File: config.mk
export PLATFORM = sky130hd
export DESIGN_NAME = instruction_fetch
export DESIGN_NICKNAME = d
export VERILOG_FILES = /design/src/rtl/fetch_pkg.sv /design/src/rtl/fetch_fifo.sv /design/src/rtl/instruction_fetch.sv
export SDC_FILE = /design/constraint.sdc
export NUM_CORES = 1
export LEC_CHECK = 0
export CAP_MARGIN = 5
export CORE_UTILIZATION = 37
export DETAILED_ROUTE_END_ITERATION = 16
export GPL_ROUTABILITY_DRIVEN = 0
export PLACE_DENSITY = 0.64
export SYNTH_ARGS = -nofsm -noshare
export SYNTH_HDL_FRONTEND = slang
export SYNTH_SLANG_ARGS = --single-unit
File: constraint.sdc
create_clock -name clk -period 3.2 [get_ports clk]
set_input_delay 0.48 -clock clk [delete_from_list [all_inputs] [get_ports clk]]
set_output_delay 0.48 -clock clk [all_outputs]
set_load 0.01 [all_outputs]
File: src/rtl/fetch_pkg.sv
// Shared types and constants for the instruction fetch slice.
package fetch_pkg;

  typedef struct packed {
    logic [31:0] pc;
    logic [31:0] instr;
  } fetch_entry_t;

  localparam logic [31:0] INSTR_BYTES    = 32'd4;
  localparam logic [31:0] PC_READ_OFFSET = 32'd8;

endpackage

File: src/rtl/fetch_fifo.sv
// Prefetch buffer: DEPTH-entry circular queue of {pc, instr} with a single-cycle flush.
module fetch_fifo
  import fetch_pkg::*;
#(
  parameter int DEPTH = 4
) (
  input  logic                     clk,
  input  logic                     reset,
  input  logic                     push,
  input  logic                     pop,
  input  logic                     flush,
  input  fetch_entry_t             wdata,
  output fetch_entry_t             head,
  output logic [$clog2(DEPTH):0]   count
);

  localparam int PW = $clog2(DEPTH);
  localparam int CW = PW + 1;

  fetch_entry_t    mem_r [DEPTH];
  logic [PW-1:0]   head_r;
  logic [PW-1:0]   tail_r;
  logic [CW-1:0]   count_r;

  // Pointer, occupancy and storage update; flush beats any push/pop in the same cycle.
  always_ff @(posedge clk or negedge reset) begin
    if (!reset) begin
      head_r  <= '0;
      tail_r  <= '0;
      count_r <= '0;
      for (int i = 0; i < DEPTH; i++) begin
        mem_r[i] <= '0;
      end
    end else if (flush) begin
      head_r  <= '0;
      tail_r  <= '0;
      count_r <= '0;
    end else begin
      if (push) begin
        mem_r[tail_r] <= wdata;
        tail_r        <= tail_r + PW'(1);
      end
      if (pop) begin
        head_r <= head_r + PW'(1);
      end
      case ({push, pop})
        2'b10:   count_r <= count_r + CW'(1);
        2'b01:   count_r <= count_r - CW'(1);
        default: count_r <= count_r;
      endcase
    end
  end

  assign head  = mem_r[head_r];
  assign count = count_r;

endmodule

File: src/rtl/instruction_fetch.sv
// Instruction fetch: PC sequencing, branch redirect and prefetch buffer front end.
// Optional feature: define IFETCH_STALL_CNT_EN to add the saturating stall_cnt output.
module instruction_fetch
  import fetch_pkg::*;
#(
  parameter logic [31:0] RESET_PC = 32'h0000_0000,
  parameter int          DEPTH    = 4
) (
  input  logic        clk,
  input  logic        reset,
  output logic [31:0] A,
  input  logic [31:0] RD,
  output logic [31:0] instr,
  output logic [31:0] pc,
  output logic [31:0] pc_plus8,
  output logic        valid,
  input  logic        ready,
  input  logic        branch_taken,
  input  logic [31:0] branch_target
`ifdef IFETCH_STALL_CNT_EN
  ,
  output logic [31:0] stall_cnt
`endif
);

  localparam int          CW          = $clog2(DEPTH) + 1;
  localparam logic [31:0] RESET_ALIGN = {RESET_PC[31:2], 2'b00};

  logic [31:0]   fetch_pc_r;
  logic [CW-1:0] count_s;
  logic          valid_s;
  logic          push_s;
  logic          pop_s;
  fetch_entry_t  wdata_s;
  fetch_entry_t  head_s;

  // Handshake: a pop frees a slot, so a full buffer can still accept this cycle's word.
  always_comb begin
    valid_s = (count_s != CW'(0));
    pop_s   = valid_s && ready && !branch_taken;
    push_s  = !branch_taken && ((count_s < CW'(DEPTH)) || pop_s);
    wdata_s = '{pc: fetch_pc_r, instr: RD};
  end

  // Fetch PC sequencing; a redirect wins over sequential advance.
  always_ff @(posedge clk or negedge reset) begin
    if (!reset) begin
      fetch_pc_r <= RESET_ALIGN;
    end else if (branch_taken) begin
      fetch_pc_r <= {branch_target[31:2], 2'b00};
    end else if (push_s) begin
      fetch_pc_r <= fetch_pc_r + INSTR_BYTES;
    end else begin
      fetch_pc_r <= fetch_pc_r;
    end
  end

  fetch_fifo #(
    .DEPTH (DEPTH)
  ) u_fifo (
    .clk   (clk),
    .reset (reset),
    .push  (push_s),
    .pop   (pop_s),
    .flush (branch_taken),
    .wdata (wdata_s),
    .head  (head_s),
    .count (count_s)
  );

  // Head outputs are forced to zero while empty so reset and flushed state read as all-zero.
  always_comb begin
    if (valid_s) begin
      instr    = head_s.instr;
      pc       = head_s.pc;
      pc_plus8 = head_s.pc + PC_READ_OFFSET;
    end else begin
      instr    = 32'd0;
      pc       = 32'd0;
      pc_plus8 = 32'd0;
    end
  end

  assign A     = fetch_pc_r;
  assign valid = valid_s;

`ifdef IFETCH_STALL_CNT_EN
  // Saturating count of cycles where decode holds off a valid head.
  always_ff @(posedge clk or negedge reset) begin
    if (!reset) begin
      stall_cnt <= 32'd0;
    end else if (valid_s && !ready && !branch_taken && (stall_cnt != 32'hFFFF_FFFF)) begin
      stall_cnt <= stall_cnt + 32'd1;
    end else begin
      stall_cnt <= stall_cnt;
    end
  end
`endif

endmodule

* After elaboration in Yosys (flattened, before gate mapping)
Index checks and enable logic that the tools add are counted.
** Word-level totals
- Register bits after elaboration :: 295
- Output and inout port bits :: 129
- Logic and storage cells :: 55
- Bits of input ports :: 68
** Operators by class
- Mux-type cells :: 17
- Reductions and logical operators :: 11
- Equality and inequality tests :: 2
- $add $sub $neg :: 6
- Bitwise logic cells :: 3
- $lt $le $gt $ge :: 4
** Operator list (count)
- bitwise mux 256 bit :: 1
- 2-to-1 mux 64 bit :: 3
- 2-to-1 mux 32 bit :: 5
- binary-select mux 64 bit (select 2 bit) :: 1
- demux 64 bit (select 2 bit) :: 1
- adder 32 x 3 -> 32 bit (second input constant) :: 1
- adder 32 x 4 -> 32 bit (second input constant) :: 1
- 2-to-1 mux 2 bit :: 4
- greater-or-equal comparator 3 bit (second input constant) :: 2
- NOT 2 -> 3 bit :: 2
- case mux 3 bit (2 select lines) :: 1
- nonzero test 3 bit :: 2
- adder 2 x 1 -> 2 bit (second input constant) :: 2
- logical AND 1 bit :: 4
- nonzero test 2 bit :: 2
- adder 3 x 1 -> 3 bit (second input constant) :: 1
- less-than comparator 3 x 1 -> 1 bit (second input constant) :: 1
- less-than comparator 3 bit (second input constant) :: 1
- 2-to-1 mux 3 bit :: 1
- subtractor 3 x 1 -> 3 bit (second input constant) :: 1
- equality test 2 x 1 -> 1 bit (second input constant) :: 1
- equality test 2 bit (second input constant) :: 1
- AND reduction 2 bit :: 1
- zero test 1 bit :: 1
- 2 further kinds :: 2

* Depth between registers and ports, before layout
- Word-level depth :: 8
- Depth in mapped cells :: 10
- Gate-level depth less buffers :: 6

* Modules after synthesis
From an unflattened synthesis, not the netlist that was laid out.
** Second synthesis, totals
- Cells, all modules :: 1073
- Area, all modules :: 15781.4 um^2
** By module, submodules not included
- fetch_fifo :: instances 1, cells an instance 656, area an instance 12707.2 um^2, seq. area each 6581.3 um^2
- instruction_fetch :: instances 1, cells an instance 417, area an instance 3074.2 um^2, seq. area each 750.7 um^2

* Least setup slack after synthesis
No wires, ideal clock.
- Path kind :: register -> output
- Start :: register u_fifo.head_r[0]
- End :: output pc_plus8[23]
- Data arrival time :: 2.416 ns
- Path buffers :: 4
- Setup slack :: 0.304 ns
- Cell stages (with the launch flop) :: 11
- Required time :: 2.720 ns
- Path through :: dfrtp_1 -> buf_6 -> buf_12 -> buf_12 -> mux4_2 -> ha_1 -> and2_0 -> nand4_1 -> buf_2 -> or3_1 -> a21oi_1
** Between the ends
- Cells in the longest elaborated chain, start to end :: 6
** RTL lines
- from (decl) :: RTL line fetch_fifo.sv:21 : logic [PW-1:0] head_r;
- from (signal assigned) :: RTL line fetch_fifo.sv:44 : head_r <= head_r + PW'(1);
- NOT 2 -> 3 bit (implied by the code) :: RTL line fetch_fifo.sv:54 : assign head = mem_r[head_r];
- binary-select mux 64 bit (select 2 bit) :: RTL line fetch_fifo.sv:54
- 2-to-1 mux 64 bit (implied by the code) (2 in a row) :: RTL line fetch_fifo.sv:54
- adder 32 x 4 -> 32 bit :: RTL line instruction_fetch.sv:76 : pc_plus8 = head_s.pc + PC_READ_OFFSET;
- 2-to-1 mux 32 bit :: RTL line instruction_fetch.sv:73 : if (valid_s) begin
- to (decl) :: RTL line instruction_fetch.sv:15 : output logic [31:0] pc_plus8,
Every way passes these cells. The select of a mux whose other input is x is not followed.

* Final worst setup path
- Start :: register u_fifo.head_r[0]
- End :: output pc_plus8[30]
Same word-level chain as after synthesis.

==> results.toml <==
[critical_path]
critPathMaxStageDelay_ns = 0.57
path_class = "reg2out"
cp_slowest_cell = "or4_4"
worstPathArrival_ns = 2.94
crit_fanout = 5
start_kind = "flop"
crit_path_cell_trace = "buf_4 > mux4_2 > buf_6 > and3_4 > nand4_4 > or4_4 > a21oi_4 > buf_6"
required_ns = 2.72
cp_common_cell = "buf_6"
cp-end-kind = "primary output"

[layout]
layout.nets = 1364
final_cell_count_no_fill = 1820
area_delta_synth_final_pct = 30.76
n_antenna_cell = 0
layout-drive-gt1-share = 0.4125
layout_commonest_cell = "dfrtp_1"
final_util = 0.4903
layout_common_cells = "dfrtp_1 (283), mux2_2 (250), clkdlybuf4s50_1 (155)"
design_area_mm2 = 0.01838

[placement]
hpwlAfterDp_um = 23810
io_buffer_count = 188
dp.cells = 1751
place_area_mm2 = 0.01703
place_ws_ns = -0.2526

[grt]
antenna_found_initial = 1
grt.total_usage = 0.1922
grt_pass1_vias = 10120
grt.overflow.total = 0
grt_max_degree = 101
grt_first_pass_wirelength_um = 57660

[routing]
drc = 0
avgViaCountPerCell = 5.222
drt_wl_total_um = 36770
dr_total_vias = 9504
first_pass_iters = 5
antenna_left = 0
wire_per_inst_um = 20.20
dr.first_iter.drc_count = 453

[synth]
yosysSeqAreaShare = 0.5073
synth_top_family_by_area = "multiplexers"
synth_compound_area_frac = 0.02679
synth_edf_count = 0
synth-seq-cells = 285
synth-simple-area-share = 0.09132
syn-mean-instance-area_um2 = 13.57
synth_area_leaders = "dfrtp_1 (51%), mux2_2 (20%), mux4_2 (6.7%)"
synth_adder_area_share = 0.006765
yosysTopAreaCell = "dfrtp_1"
yosysWarnings = 0
syn-cell-area_mm2 = 0.01406
ys_types = 49
ys.flop_type = "dfrtp_1"
synth_xor_area_frac = 0.02679
synth_top_area_share = 0.5073
synthCells = 1036
async_flop_share = 1.000
synthMuxAreaShare = 0.3073

[sta]
final-setup-viol-count = 15
rsz0062_at_grt = "true"
slew-limit-headroom = 0.5764
finalCritPeriodShare = 1.070
final.min_clock_period_ns = 3.424
hold_violations = 0
fin_setup_tns_ns = -2.206
max_freq_mhz = 292.0
maxSlewViolCount = 0
fin_skew_ns = 0.02144
tightest_slew_ns = 0.6305
fin_ws_ns = -0.2242
hold_ws_ns = 0.4996

[outcome]
violations = "negative setup slack"
status = "finished with violations"

[die]
coreArea_mm2 = 0.03749
start_util = 0.3750
die_area_mm2 = 0.03878
num_io_pins = 197
std_cell_rows = 71
die_y_um = 196.9
dieWidth_um = 196.9

[pwr]
sw_frac_of_total = 0.3211
power_frac_clock = 0.209
seqPwrFrac = 0.332
power_mw = 18.51
ir_drop_mv = 0.6857
power.internal_mw = 12.57
power.switching_mw = 5.945
powerDensity_mw_per_mm2 = 1007
leakagePower_nw = 7.535
power_frac_comb = 0.459

[clock_network]
cts_buffers = 34
cts_buffer_depth = 3
cts_tree = "done"
insertion_delay_ns = 0.50
h-tree-depth = 2
cts-root-buf = "clkbuf_16"
clock-sinks = 285
clk_pin_slew_ns = 0.06

[min_path]
min_path_type = "reg2reg"

[job]
drv_cap = 0
==> cells in the mapped netlist (2+ instances only) <==
| cell type | count |
|---|---|
| nor4_1 | 4 |
| mux4_2 | 42 |
| nor4b_1 | 2 |
| o21ai_0 | 37 |
| dfrtp_1 | 285 |
| buf_1 | 4 |
| nor2_1 | 27 |
| xor2_1 | 19 |
| ha_1 | 6 |
| mux4_1 | 20 |
| buf_6 | 4 |
| nand4_1 | 16 |
| and2_1 | 68 |
| a211o_1 | 2 |
| o21a_1 | 2 |
| buf_2 | 27 |
| a21oi_1 | 15 |
| nand3_1 | 20 |
| and4_1 | 6 |
| nand2b_1 | 2 |
| and3_1 | 8 |
| nand2_1 | 47 |
| inv_1 | 9 |
| xnor2_1 | 24 |
| buf_12 | 2 |
| or3_1 | 4 |
| clkbuf_1 | 34 |
| mux2_2 | 251 |
| buf_4 | 8 |
| nor3_1 | 9 |
| o31ai_1 | 5 |
| nand4b_1 | 3 |
| or4_1 | 7 |
| a2111oi_2 | 2 |
==> cells by family (layout without fill, tap and decap cells) <==
kind of cell,after synthesis,in the layout
AO/OA/AOI/OAI,65,65
XOR/XNOR,43,43
adder cells (fa/ha/maj),7,7
buffers and inverters,89,356
flip-flops,285,285
multiplexers,315,315
other,1,7
AND/OR/NAND/NOR,231,231
==> state kept, by name, indices dropped and copies added, names as in the netlist <==
register / cells
u_fifo.tail_r: 2
u_fifo.count: 3
A: 30
u_fifo.mem_r: 248
u_fifo.head_r: 2
==> timing repair <==
action	in CTS	in global routing
pin swaps	14	11
setup endpoints to repair	75	65
cloned	0	0
hold endpoints to repair	59	0
buffers inserted	8	4
hold buffers	1	0
resized for setup	131	50
==> metal layers <==
metal  vias up  global-route usage  routed length [um]  part of all wire
li1       4238                   -                   -                 -
met1      4985              0.2618               16720              0.45
met2       233              0.3153               17610              0.48
met3        48             0.03217                1649             0.045
met4         0             0.05599                 793             0.022
met5         -                   0                   0                 0
==> path summary, 6_finish.rpt <==
check | slack [ns] | depth (start not counted) | endpoint | startpoint
worst max-delay path | -0.22 | 8 | pc_plus8[30] | u_fifo.head_r[0]
worst min-delay path | 0.50 | 1 | u_fifo.mem_r[88] | u_fifo.mem_r[88]
worst max register to register | 0.75 | 5 | A[27] | A[6]
worst min register to register | 0.50 | 1 | u_fifo.mem_r[88] | u_fifo.mem_r[88]
max in group asynchronous | 1.73 | 3 | u_fifo.mem_r[93] | reset
min in group asynchronous | 0.55 | 2 | A[28] | reset
==> power groups by stage <==
stage | sequential (mW) | clock (mW) | combinational (mW)
final | 6.14 | 3.87 | 8.50
after global placement | 6.09 | 0 | 8.13
after floorplan | 5.82 | 0 | 4.77
after detailed placement | 6.18 | 0 | 8.24
after CTS | 6.11 | 3.98 | 8.39
after global routing | 6.36 | 4.12 | 9.10
==> cell type report <==
type | count | area, um^2
timing repair buffer | 291 | 2835
multi-input combinational | 668 | 6619
sequential | 285 | 7137
clock inverter | 11 | 161.4
inverter | 9 | 36.28
fill | 3371 | 19110
clock buffer | 45 | 953.4
tap | 511 | 639.4
==> critical path: cells and delay by family, from the launching register on <==
| family | cells | cell delay [ns] |
|---|---|---|
| flip-flops | 1 | 0.51 |
| multiplexers | 1 | 0.39 |
| AND/OR/NAND/NOR | 3 | 0.94 |
| AO/OA/AOI/OAI | 1 | 0.20 |
| buffers and inverters | 3 | 0.40 |
Note: power is estimated with default switching activity, not from simulation.
